**src/rtl/jpeg_pipe_sequencer.sv**
```systemverilog
// Run sequencer for the 8x8 JPEG datapath: one start pulse walks NUM_BLOCKS*8 rows through
// the fixed-latency pipeline, decoding every stage's strobes, selects and addresses from one counter.
module jpeg_pipe_sequencer #(
  parameter int NUM_BLOCKS = 4096,
  parameter int ADDR_W     = 15,
  parameter int CNT_W      = 16,
  parameter int QT_OFS     = 3,
  parameter int ZZ_OFS     = 10,
  parameter int FILL_LAT   = 18
) (
  input  logic              clk,
  input  logic              reset,
  input  logic              start,
  input  logic              pause,
  output logic              busy,
  output logic              done,
  output logic              pipe_en,
  output logic              in_rd_en,
  output logic [ADDR_W-1:0] in_addr,
  output logic              tp1_sel,
  output logic [2:0]        qt_row,
  output logic              zz_sel,
  output logic              out_wr_en,
  output logic [ADDR_W-1:0] out_addr,
  output logic              rle_en,
  output logic [1:0]        state_dbg
);

  typedef enum logic [1:0] {
    IDLE  = 2'd0,
    RUN   = 2'd1,
    DRAIN = 2'd2
  } state_t;

  localparam int TOTAL = NUM_BLOCKS * 8;
  localparam logic [CNT_W-1:0] RUN_LAST   = CNT_W'(TOTAL - 1);
  localparam logic [CNT_W-1:0] DRAIN_LAST = CNT_W'(TOTAL + FILL_LAT - 1);
  localparam logic [CNT_W-1:0] ZZ_START   = CNT_W'(ZZ_OFS);
  localparam logic [CNT_W-1:0] FILL_START = CNT_W'(FILL_LAT);
  localparam logic [CNT_W-1:0] WR_END     = CNT_W'(TOTAL + FILL_LAT);
  localparam logic [3:0]       ZZ_OFS4    = 4'(ZZ_OFS);

  generate
    if (TOTAL > (1 << ADDR_W)) begin : g_cfg_err
      $error("jpeg_pipe_sequencer: NUM_BLOCKS*8 rows exceed the ADDR_W address space");
    end
  endgenerate

  state_t            state, state_nxt;
  logic [CNT_W-1:0]  cyc, cyc_nxt;
  logic              paused, paused_nxt;
  logic              zz_phase;

  // Handshake: start is only looked at in IDLE; busy stays high from the cycle after start
  // through the done cycle; done is a single-cycle pulse and the next start needs one IDLE cycle.
  always_ff @(posedge clk or negedge reset) begin
    if (!reset) begin
      state  <= IDLE;
      cyc    <= '0;
      paused <= 1'b0;
    end else begin
      state  <= state_nxt;
      cyc    <= cyc_nxt;
      paused <= paused_nxt;
    end
  end

  always_comb begin
    state_nxt  = state;
    cyc_nxt    = cyc;
    paused_nxt = busy & pause;
    case (state)
      IDLE: begin
        if (start) begin
          state_nxt = RUN;
          cyc_nxt   = '0;
        end
      end
      RUN: begin
        if (!paused) begin
          cyc_nxt = cyc + CNT_W'(1);
          if (cyc == RUN_LAST) state_nxt = DRAIN;
        end
      end
      DRAIN: begin
        if (!paused) begin
          if (cyc == DRAIN_LAST) begin
            state_nxt = IDLE;
            cyc_nxt   = '0;
          end else begin
            cyc_nxt = cyc + CNT_W'(1);
          end
        end
      end
      default: state_nxt = IDLE;
    endcase
  end

  // Bit 3 of (cyc - ZZ_OFS) without a wide subtractor: operand bit-3 XOR plus the borrow out of bits 2:0.
  assign zz_phase = cyc[3] ^ ZZ_OFS4[3] ^ (cyc[2:0] < ZZ_OFS4[2:0]);

  assign busy      = (state != IDLE);
  assign done      = (state == DRAIN) & ~paused & (cyc == DRAIN_LAST);
  assign pipe_en   = busy & ~paused;
  assign in_rd_en  = (state == RUN) & ~paused;
  assign in_addr   = busy ? cyc[ADDR_W-1:0] : '0;
  assign tp1_sel   = busy & ~cyc[3];
  assign qt_row    = busy ? (cyc[2:0] - 3'(QT_OFS)) : 3'd0;
  assign zz_sel    = busy & (cyc >= ZZ_START) & ~zz_phase;
  assign out_wr_en = busy & ~paused & (cyc >= FILL_START) & (cyc < WR_END);
  assign out_addr  = busy ? (cyc[ADDR_W-1:0] - ADDR_W'(FILL_LAT)) : '0;
  assign rle_en    = busy & (cyc > FILL_START);
  assign state_dbg = state;

endmodule

```
**config.mk**
```make
export PLATFORM = sky130hd
export DESIGN_NAME = jpeg_pipe_sequencer
export DESIGN_NICKNAME = d
export VERILOG_FILES = /design/src/rtl/jpeg_pipe_sequencer.sv
export SDC_FILE = /design/constraint.sdc
export NUM_CORES = 1
export LEC_CHECK = 0
export CAP_MARGIN = 20
export CORE_UTILIZATION = 30
export DETAILED_ROUTE_END_ITERATION = 8
export GPL_ROUTABILITY_DRIVEN = 1
export GPL_TIMING_DRIVEN = 1
export PLACE_DENSITY = 0.62
export SLEW_MARGIN = 15
export SYNTH_ARGS = -nofsm -noshare
export SYNTH_HDL_FRONTEND = slang
export SYNTH_SLANG_ARGS = --single-unit
```
**constraint.sdc**
```tcl
create_clock -name clk -period 2.5 [get_ports clk]
set_input_delay 0.5 -clock clk [delete_from_list [all_inputs] [get_ports clk]]
set_output_delay 0.5 -clock clk [all_outputs]
set_load 0.005 [all_outputs]
```
==> impl_metrics.yaml, run 1 <==
timing:
  fin_crit_sh_pct: 111
  max_clock_freq_ghz: 0.359
  worst_slack_ps: -287
  tightest_slew_ps: 511
  period_needed_ps: 2790
  hold_viol_final: 0
  finalSetupViolations: 6
  skew_ps: 3.68
  report.final.slew_viol_count: 0
  setup-tns-final_ps: -795
  slew_headroom_pct: 65.6
  rsz0062_at_grt: "true"
synth:
  ys_ff_latch: 19
  yosysWarnings: 0
  postSynth.asyncResetShare_pct: 100
  synth_area_um2: 1800
  synth_nets: 236
  ys_seq_area_share_pct: 26.5
  synth_area_per_cell_um2: 8.05
  synth_flop_cell: "dfrtp_1"
  synth_cell_types: 50
  synth_edf_count: 0
  syn_inst: 223
finish:
  syn_to_final_growth_pct: 57.1
  layout.nets: 327
  layout.area.seq_um2: 475
  multi_input_comb_area_um2: 1280
  drive_above_1_share_pct: 33.2
  antenna_cells: 0
  stdcell_area_um2: 2820
  fillers: 556
  final_common_cell: "buf_4"
  final_cells: 385
  layout_common_cells: "buf_4, nor2_1, clkdlybuf4s50_1"
global_routing:
  grt_pass1_wl_um: 8760
  track_usage_pct: 17.7
  grt_overflow: 0
  grt_pass1_vias: 1867
  grt_max_degree: 23
  antenna_found_initial: 0
floorplan:
  io_pins: 47
  die_h_um: 79.4
  initial_core_util_pct: 31.8
  dieArea_um2: 6300
  rows: 27
  die_x_um: 79.4
  core_area_um2: 5640
placed_design:
  hpwl_um: 3820
  gp_congestion: 0.829
  dp_cells: 367
  placed_area_um2: 2520
  io_buffers: 46
pwr:
  power.leakage_uw: 0.00121
  p_per_area_nw_per_um2: 651
  ir_drop_uv: 580
worst_setup_path:
  cp_max_fo: 2
  critPathLaunchType: "flop"
  path_cells: "or4_4 -> buf_6 -> nor4b_4 -> nand2b_1 -> nor3b_2 -> a2111oi_4 -> buf_2"
  crit_family: "simple AND/OR/NAND/NOR gates"
  slowest_delay_ps: 560
  worst_ep_required_time_ps: 2000
  slowest_stage: "or4_4"
  crit_type: "flop to output pin"
  end_kind: "output pin"
  crit_arrival_ps: 2290
  worst-path-buf-inv: 2
route:
  wl_um: 5460
  viasPerCell: 4.98
  wl_per_cell_um: 14.2
  drc: 0
  via_count: 1916
  drt_iter0_drc: 106
  drt_first_pass_iters: 4
  ant_nets: 0
clock_tree:
  clkSinkCount: 19
  htreeDepth: 1
  clockRootBuffer: "clkbuf_8"
  worstSkewPairLatency_ps: 260
  ctsLongestPathBuffers: 2
  cts_tree: "yes"
  hold_buffers: 0
  clk_pin_slew_ps: 80
  cts_made_buffers: 3
status:
  violations: "negative setup slack"
  status: "complete, but fails checks"
job:
  drv_cap: 0
min_path:
  min_path_type: "primary input to asynchronous set/reset pin"
cells in the mapped netlist (3+ instances only):
library cell,instances,share of area [%]
nor2_1,30,6.3
clkbuf_1,5,1.0
nor3_1,10,2.8
buf_6,4,2.5
nand3_1,12,3.3
nand4_1,4,1.4
nor4_1,7,2.4
dfrtp_1,19,26
inv_1,12,2.5
nor2b_1,11,3.8
a21oi_1,10,2.8
clkbuf_8,5,3.8
o22ai_1,4,1.4
xnor2_1,10,4.9
xor2_1,3,1.5
nand2_1,13,2.7
ha_1,9,6.3
and3_1,4,1.4
o21ai_0,11,3.1
flip-flops by register name (all words and copies together), names as in the netlist:
register / flops
cyc: 16
paused: 1
state_dbg: 2
area by class of cell:
class / count / share of cell area [%]
Clock inverter: 1 / 0.266
Tap cell: 72 / 3.19
Timing Repair Buffer: 104 / 31.2
Inverter: 12 / 1.60
Clock buffer: 3 / 1.46
Sequential cell: 19 / 16.9
Multi-Input combinational cell: 174 / 45.4
worst paths after layout:
path,start,to,slack (ps),cells past startpoint
min in group clk,state_dbg[1],state_dbg[1],610,1
setup reg to reg,cyc[1],cyc[15],230,9
hold / removal,reset,state_dbg[1],570,2
setup / recovery,cyc[8],out_wr_en,-290,7
max in group asynchronous,reset,cyc[4],1720,2
hold reg to reg,state_dbg[1],state_dbg[1],610,1
what timing repair did:
action,in CTS,in global routing
setup buffers,10,4
gates resized for setup,50,28
endpoints found under the setup margin,14,26
pin swaps,8,13
cloned,0,0
layer usage:
metal	global-route usage, %	part of all wire (%)	up-vias
li1	-	-	964
met1	23.8	46	883
met2	30.5	47	65
met3	1.26	5.6	4
met4	4.36	0.64	0
met5	0	0	-
power by group:
| part | internal, uW | total [uW] | switching, uW |
|---|---|---|---|
| clock | 113 | 232 | 119 |
| sequential | 353 | 381 | 27.8 |
| combinational | 680 | 1220 | 543 |
| total | 1150 | 1840 | 690 |
cells by family (layout without fill, tap and decap cells):
kind of cell    Yosys count  in the layout  synth area share [%]
fa+ha+maj                 9              9                  6.27
simple gates            112            112                  35.3
mux                       2              2                  1.12
xor+xnor                 13             13                  6.34
compound gates           38             38                  13.4
buf+inv                  30            120                  11.1
flops                    19             19                  26.5
through the flow:
| step | power, uW | hold WS, ps | setup slack [ps] | utilization (%) |
|---|---|---|---|---|
| 6_report | 1840 | 567 | -287 | 50.0 |
| 5_1_grt | 1970 | 610 | -386 | 50.0 |
| 4_1_cts | 1780 | 578 | -314 | 48.6 |
| 3_5_place_dp | 1470 | 574 | -357 | 44.7 |
| 3_3_place_gp | 1470 | 591 | -312 | 44.7 |
| 2_1_floorplan | 862 | 204 | 152 | - |
(Power assumes the default switching activity.)
==> run 2: changes to the inputs <==
Settings changed: SLEW_MARGIN 15 to 20.
==> results of run 2 <==
Same layout as run 1: the final DEF is identical, and so are final timing and power.
==> run 3: changes to the inputs <==
Settings changed: CAP_MARGIN 20 to 10, CTS_CLUSTER_DIAMETER from default to 100.
==> results of run 3 <==
Same layout as run 1: the final DEF is identical, and so are final timing and power.
==> RTL edit 1 (flow settings as in run 1) <==
Put a register stage on the output `qt_row`. The value now appears one clock later. The other outputs are not delayed to match.
--- a/src/rtl/jpeg_pipe_sequencer.sv
+++ b/src/rtl/jpeg_pipe_sequencer.sv
@@ -105,7 +105,9 @@
   assign in_rd_en  = (state == RUN) & ~paused;
   assign in_addr   = busy ? cyc[ADDR_W-1:0] : '0;
   assign tp1_sel   = busy & ~cyc[3];
-  assign qt_row    = busy ? (cyc[2:0] - 3'(QT_OFS)) : 3'd0;
+  always_ff @(posedge clk) begin
+    qt_row <= busy ? (cyc[2:0] - 3'(QT_OFS)) : 3'd0;
+  end
   assign zz_sel    = busy & (cyc >= ZZ_START) & ~zz_phase;
   assign out_wr_en = busy & ~paused & (cyc >= FILL_START) & (cyc < WR_END);
   assign out_addr  = busy ? (cyc[ADDR_W-1:0] - ADDR_W'(FILL_LAT)) : '0;
Function: changed (Yosys sat finds a counterexample within 4 cycles, from zero or initial values and one cycle with reset low).
==> RTL edit 1 against run 1 <==
  * The flow still finishes with violations (negative setup slack)
  * Sequential share of layout area grew 2.0 points
  * Wire length grew 3.1%
  * Maximum frequency grew 0.51%
  * Sequential cell count grew 3
  * Sequential power grew 22%
  * Cell area grew 0.80%
  * Setup slack gained 0.014 ns
  * Total power grew 7.5%
  * Area after synthesis shrank 2.4%
  * Cell count shrank 1.0%
  * Critical path type unchanged
  * Critical endpoint is now out_addr[12]
==> RTL edit 1: results (changes against run 1) <==
Parameter                              Value

Placed design
  Half-perimeter wire length after detailed placement ... 4010 µm (was 3820 µm)
  Post-placement worst setup slack ... -0.446 ns (was -0.357 ns)

Power
  Clock power frac ... 17.4% (was 12.6%)
  Design internal power ... 0.00130 W (was 0.00115 W)
  Leakage power total ... 1.23 nW (was 1.21 nW)
  Peak ir drop on the vdd network ... 0.000544 V (was 0.000580 V)

Synth
  Proportion of synthesized flip-flops having asynchronous set or reset ... 86.4% (was 100%)
  Adder-Cell Fraction of Synth Area ... 6.42% (was 6.27%)
  Xor-xnor portion of the synthesized cell area ... 4.00% (was 6.34%)
  Distinct cells, synth ... 47 (was 50)
  Portion of netlist area occupied by mux cells ... 1.21% (was 1.11%)

STA
  Clock Skew ... 0.00747 ns (was 0.00368 ns)
  Post-route setup slack ... -0.273 ns (was -0.287 ns)
  Final setup violation count ... 10 (was 6)

Setup path
  Worst reg2reg startpoint ... cyc[5] (was cyc[1])
  Endpoint arrival time on the critical path ... 2.27 ns (was 2.29 ns)
  Setup slack on the worst flop-to-flop path ... 0.14 ns (was 0.23 ns)
  Worst R2R Path Depth ... 10 (was 9)
  Destination of the worst register-to-register timing path ... cyc[11] (was cyc[15])

Cells and area
  FILL cells ... 549 (was 556)
  Share of cells above drive strength 1 ... 29.8% (was 33.2%)
  Net count of the finished layout ... 323 (was 327)

Outcome
  Run status ... finished, violations left (unchanged)
  Violations in the final reports ... negative setup slack (unchanged)

Global route
  Wire length of the first global-routing pass ... 9160 µm (was 8760 µm)
  Via count of the first global-routing pass ... 1858 (was 1867)
  Maximum number of pins on one net before global-route repair ... 20 (was 23)
  GRT met2 Usage ... 32.1% (was 30.5%)

Drt
  Violation count after the first detailed-routing iteration ... 132 (was 106)
  DR WL met2 ... 2770 µm (was 2590 µm)
RTL edit 1: cell type report:
cell class              count  share of cell area, %
multi-input cells         174                   44.0
repair buffers            100                   30.1
flip-flops and latches     22                   18.9
well taps                  72                   3.17
clock buffers               3                   1.45
inverters                   9                   1.28
clock inverters             1                   1.06
RTL edit 1: worst max-delay path by stage:
stage | from | to | slack (ns) | cells past startpoint
global route | cyc[5] | out_addr[12] | -0.35 | 8
finish | cyc[5] | out_addr[12] | -0.27 | 8
global placement | cyc[5] | out_wr_en | -0.42 | 6
CTS | cyc[5] | out_addr[13] | -0.33 | 7
floorplan | cyc[6] | out_wr_en | 0.03 | 5
detailed placement | cyc[5] | out_wr_en | -0.45 | 6
RTL edit 1: per-stage QoR:
| step | std cells | power (W) | area [µm²] | hold slack (ns) |
|---|---|---|---|---|
| 6_report | 381 | 0.00197 | 2840 | 0.570 |
| 5_1_grt | 381 | 0.00210 | 2840 | 0.598 |
| 4_1_cts | 375 | 0.00192 | 2760 | 0.579 |
| 3_5_place_dp | 365 | 0.00151 | 2560 | 0.590 |
| 3_3_place_gp | 365 | 0.00150 | 2560 | 0.576 |
| 2_1_floorplan | 221 | 0.000893 | 1770 | 0.204 |
RTL edit 1: critical path: stages, from the launching register on:
cell and delay (ns):
sky130_fd_sc_hd__dfrtp_1 0.38, sky130_fd_sc_hd__or4_4 0.53, sky130_fd_sc_hd__or3_4 0.36, sky130_fd_sc_hd__buf_6 0.14, sky130_fd_sc_hd__buf_6 0.11, sky130_fd_sc_hd__nor3_4 0.17
sky130_fd_sc_hd__xnor2_1 0.13, sky130_fd_sc_hd__nor2_1 0.05, sky130_fd_sc_hd__buf_2 0.12
RTL edit 1: what timing repair did:
action	in CTS	in global routing
setup buffers	7	6
endpoints found under the setup margin	15	28
gates resized for setup	49	21
pin swaps	11	11
==> RTL edit 2 (flow settings as in run 1) <==
Made on the original files. Set the parameter `ADDR_W` to 16 (it was 15).
--- a/src/rtl/jpeg_pipe_sequencer.sv
+++ b/src/rtl/jpeg_pipe_sequencer.sv
@@ -2,7 +2,7 @@
 // the fixed-latency pipeline, decoding every stage's strobes, selects and addresses from one counter.
 module jpeg_pipe_sequencer #(
   parameter int NUM_BLOCKS = 4096,
-  parameter int ADDR_W     = 15,
+  parameter int ADDR_W     = 16,
   parameter int CNT_W      = 16,
   parameter int QT_OFS     = 3,
   parameter int ZZ_OFS     = 10,
Interface: changed (resized in_addr and out_addr); port bits go from 47 to 49. The function was not compared with the original's and may differ.
==> RTL edit 2 against run 1 <==
  * The flow still finishes with violations (negative setup slack)
  * Sequential cell count did not move
  * Register-to-register slack lost 0.02 ns
  * Global-route usage is 1.1 points higher
  * Total power is 0.91% higher
  * Critical endpoint is now rle_en
  * Wire length is 2.7% lower
  * Cell area fell by 3.8%
  * Setup slack worse by 0.035 ns
  * Area after synthesis shrank 4.8%
  * Largest power group unchanged
==> RTL edit 2: results (changes against run 1) <==
Parameter                              Value

Drt
  Violation count after the first detailed-routing iteration ... 138 (was 106)
  Vias post-DR ... 1939 (was 1916)

Synth
  Ranking of synthesized cells by area ... sky130_fd_sc_hd__dfrtp_1 (28%), sky130_fd_sc_hd__ha_1 (6.6%), sky130_fd_sc_hd__nor2_1 (5.7%), sky130_fd_sc_hd__nor2b_1 (4.8%), sky130_fd_sc_hd__nand2_1 (4.0%) (was sky130_fd_sc_hd__dfrtp_1 (26%), sky130_fd_sc_hd__ha_1 (6.3%), sky130_fd_sc_hd__nor2_1 (6.3%), sky130_fd_sc_hd__xnor2_1 (4.9%), sky130_fd_sc_hd__clkbuf_8 (3.8%))
  Xor-xnor portion of the synthesized cell area ... 3.59% (was 6.34%)
  Leading post-synthesis cells by instance count ... sky130_fd_sc_hd__nor2_1 (26), sky130_fd_sc_hd__dfrtp_1 (19), sky130_fd_sc_hd__nand2_1 (18) (was sky130_fd_sc_hd__nor2_1 (30), sky130_fd_sc_hd__dfrtp_1 (19), sky130_fd_sc_hd__nand2_1 (13))
  Per-instance average area after synthesis ... 7.63 µm² (was 8.05 µm²)
  Distinct cells, synth ... 49 (was 50)
  Area fraction in compound gates after synthesis ... 18.9% (was 13.4%)

Outcome
  Violations in the final reports ... negative setup slack (unchanged)
  Run status ... finished, violations left (unchanged)

Global route
  Via count of the first global-routing pass ... 1846 (was 1867)
  Wire length of the first global-routing pass ... 9010 µm (was 8760 µm)
  Maximum number of pins on one net before global-route repair ... 21 (was 23)
  Tot GR Track Use ... 18.8% (was 17.7%)

Power
  Peak ir drop on the vdd network ... 0.000358 V (was 0.000580 V)

STA
  Final setup violation count ... 10 (was 6)
  Transition time of the tightest slew-check pin ... 0.500 ns (was 0.511 ns)
  Post-route setup slack ... -0.322 ns (was -0.287 ns)

Placed design
  Last weighted congestion value of the routability-driven placer ... 0.851 (was 0.829)
  Placed Cells incl. Taps ... 366 (was 367)
  Count of buffers inserted at the top-level ports ... 48 (was 46)

Setup path
  Setup slack on the worst flop-to-flop path ... 0.21 ns (was 0.23 ns)
  Worst R2R Path Depth ... 7 (was 9)
  Crit. Startpoint ... cyc[7] (was cyc[8])
  Endpoint arrival time on the critical path ... 2.32 ns (was 2.29 ns)
  Biggest cell delay along the critical path ... 0.58 ns (was 0.56 ns)

Cells and area
  Non-filler cells, final ... 378 (was 385)
  Share of cells above drive strength 1 ... 28.4% (was 33.2%)
  FILL cells ... 542 (was 556)
[RTL edit 2: changes by cell type in the layout (fill, tap and decap cells not counted), moves of 3 or more]
cell,before,now
sky130_fd_sc_hd__a31oi_1,2,5
sky130_fd_sc_hd__nand2_1,13,18
sky130_fd_sc_hd__o21ai_0,11,8
sky130_fd_sc_hd__nor2_1,30,26
sky130_fd_sc_hd__xnor2_1,9,6
sky130_fd_sc_hd__buf_6,8,4
sky130_fd_sc_hd__buf_4,50,45
sky130_fd_sc_hd__a21oi_1,7,11
[RTL edit 2: how the worst min path moves through the flow]
stage	from	end	slack (ns)	depth (start not counted)
after detailed placement	state_dbg[1]	state_dbg[1]	0.58	1
after floorplan	reset	cyc[0]	0.20	0
after global routing	reset	cyc[10]	0.60	2
after CTS	reset	cyc[9]	0.58	2
final	reset	cyc[11]	0.57	2
after global placement	state_dbg[1]	state_dbg[1]	0.57	1
[RTL edit 2: timing repair]
item,in CTS,in global routing
gates resized for setup,60,12
endpoints found under the setup margin,27,24
pin swaps,17,12
buffers inserted,7,1
hold endpoints to repair,0,0
[RTL edit 2: kinds of logic after synthesis]
logic type / Yosys count
AOI/OAI and AO/OA: 48
xor gates and xnor gates: 7
adders and majority gates: 9
buffers and inverters: 29
DFF: 19
muxes: 1
and+or+nand+nor: 111
[RTL edit 2: layout make-up]
type | instances | area [µm²] | area share, %
inverter | 11 | 41.3 | 1.52
timing repair buffer | 96 | 812 | 29.9
clock buffer | 3 | 41.3 | 1.52
multi-input combinational | 176 | 1250 | 46.0
sequential | 19 | 475 | 17.5
clock inverter | 1 | 5.00 | 0.185
tap | 72 | 90.1 | 3.32
[RTL edit 2: report_power, final]
part | leakage [nW] | internal [W] | switching, W | total, W
Sequential | 0.218 | 0.000347 | 0.0000563 | 0.000403
Clock | 0.0255 | 0.000111 | 0.000113 | 0.000224
Combinational | 0.913 | 0.000700 | 0.000525 | 0.00123
Total | 1.16 | 0.00116 | 0.000695 | 0.00185
[RTL edit 2: worst register-to-register path, cell delays in order (launching register included)]
cell and delay, ns:
sky130_fd_sc_hd__dfrtp_1 0.42, sky130_fd_sc_hd__buf_6 0.14, sky130_fd_sc_hd__or4bb_1 0.53, sky130_fd_sc_hd__buf_4 0.16, sky130_fd_sc_hd__nor3_1 0.26, sky130_fd_sc_hd__a21o_1 0.33
sky130_fd_sc_hd__o21ai_0 0.14, sky130_fd_sc_hd__a21bo_2 0.23
[RTL edit 2: per-layer routing]
| metal | GRT usage (%) | part of all wire, % |
|---|---|---|
| met2 | 32.1 | 49 |
| met4 | 2.83 | 0.55 |
| met1 | 25.6 | 47 |
| met3 | 2.24 | 3.7 |
| met5 | 0 | 0 |
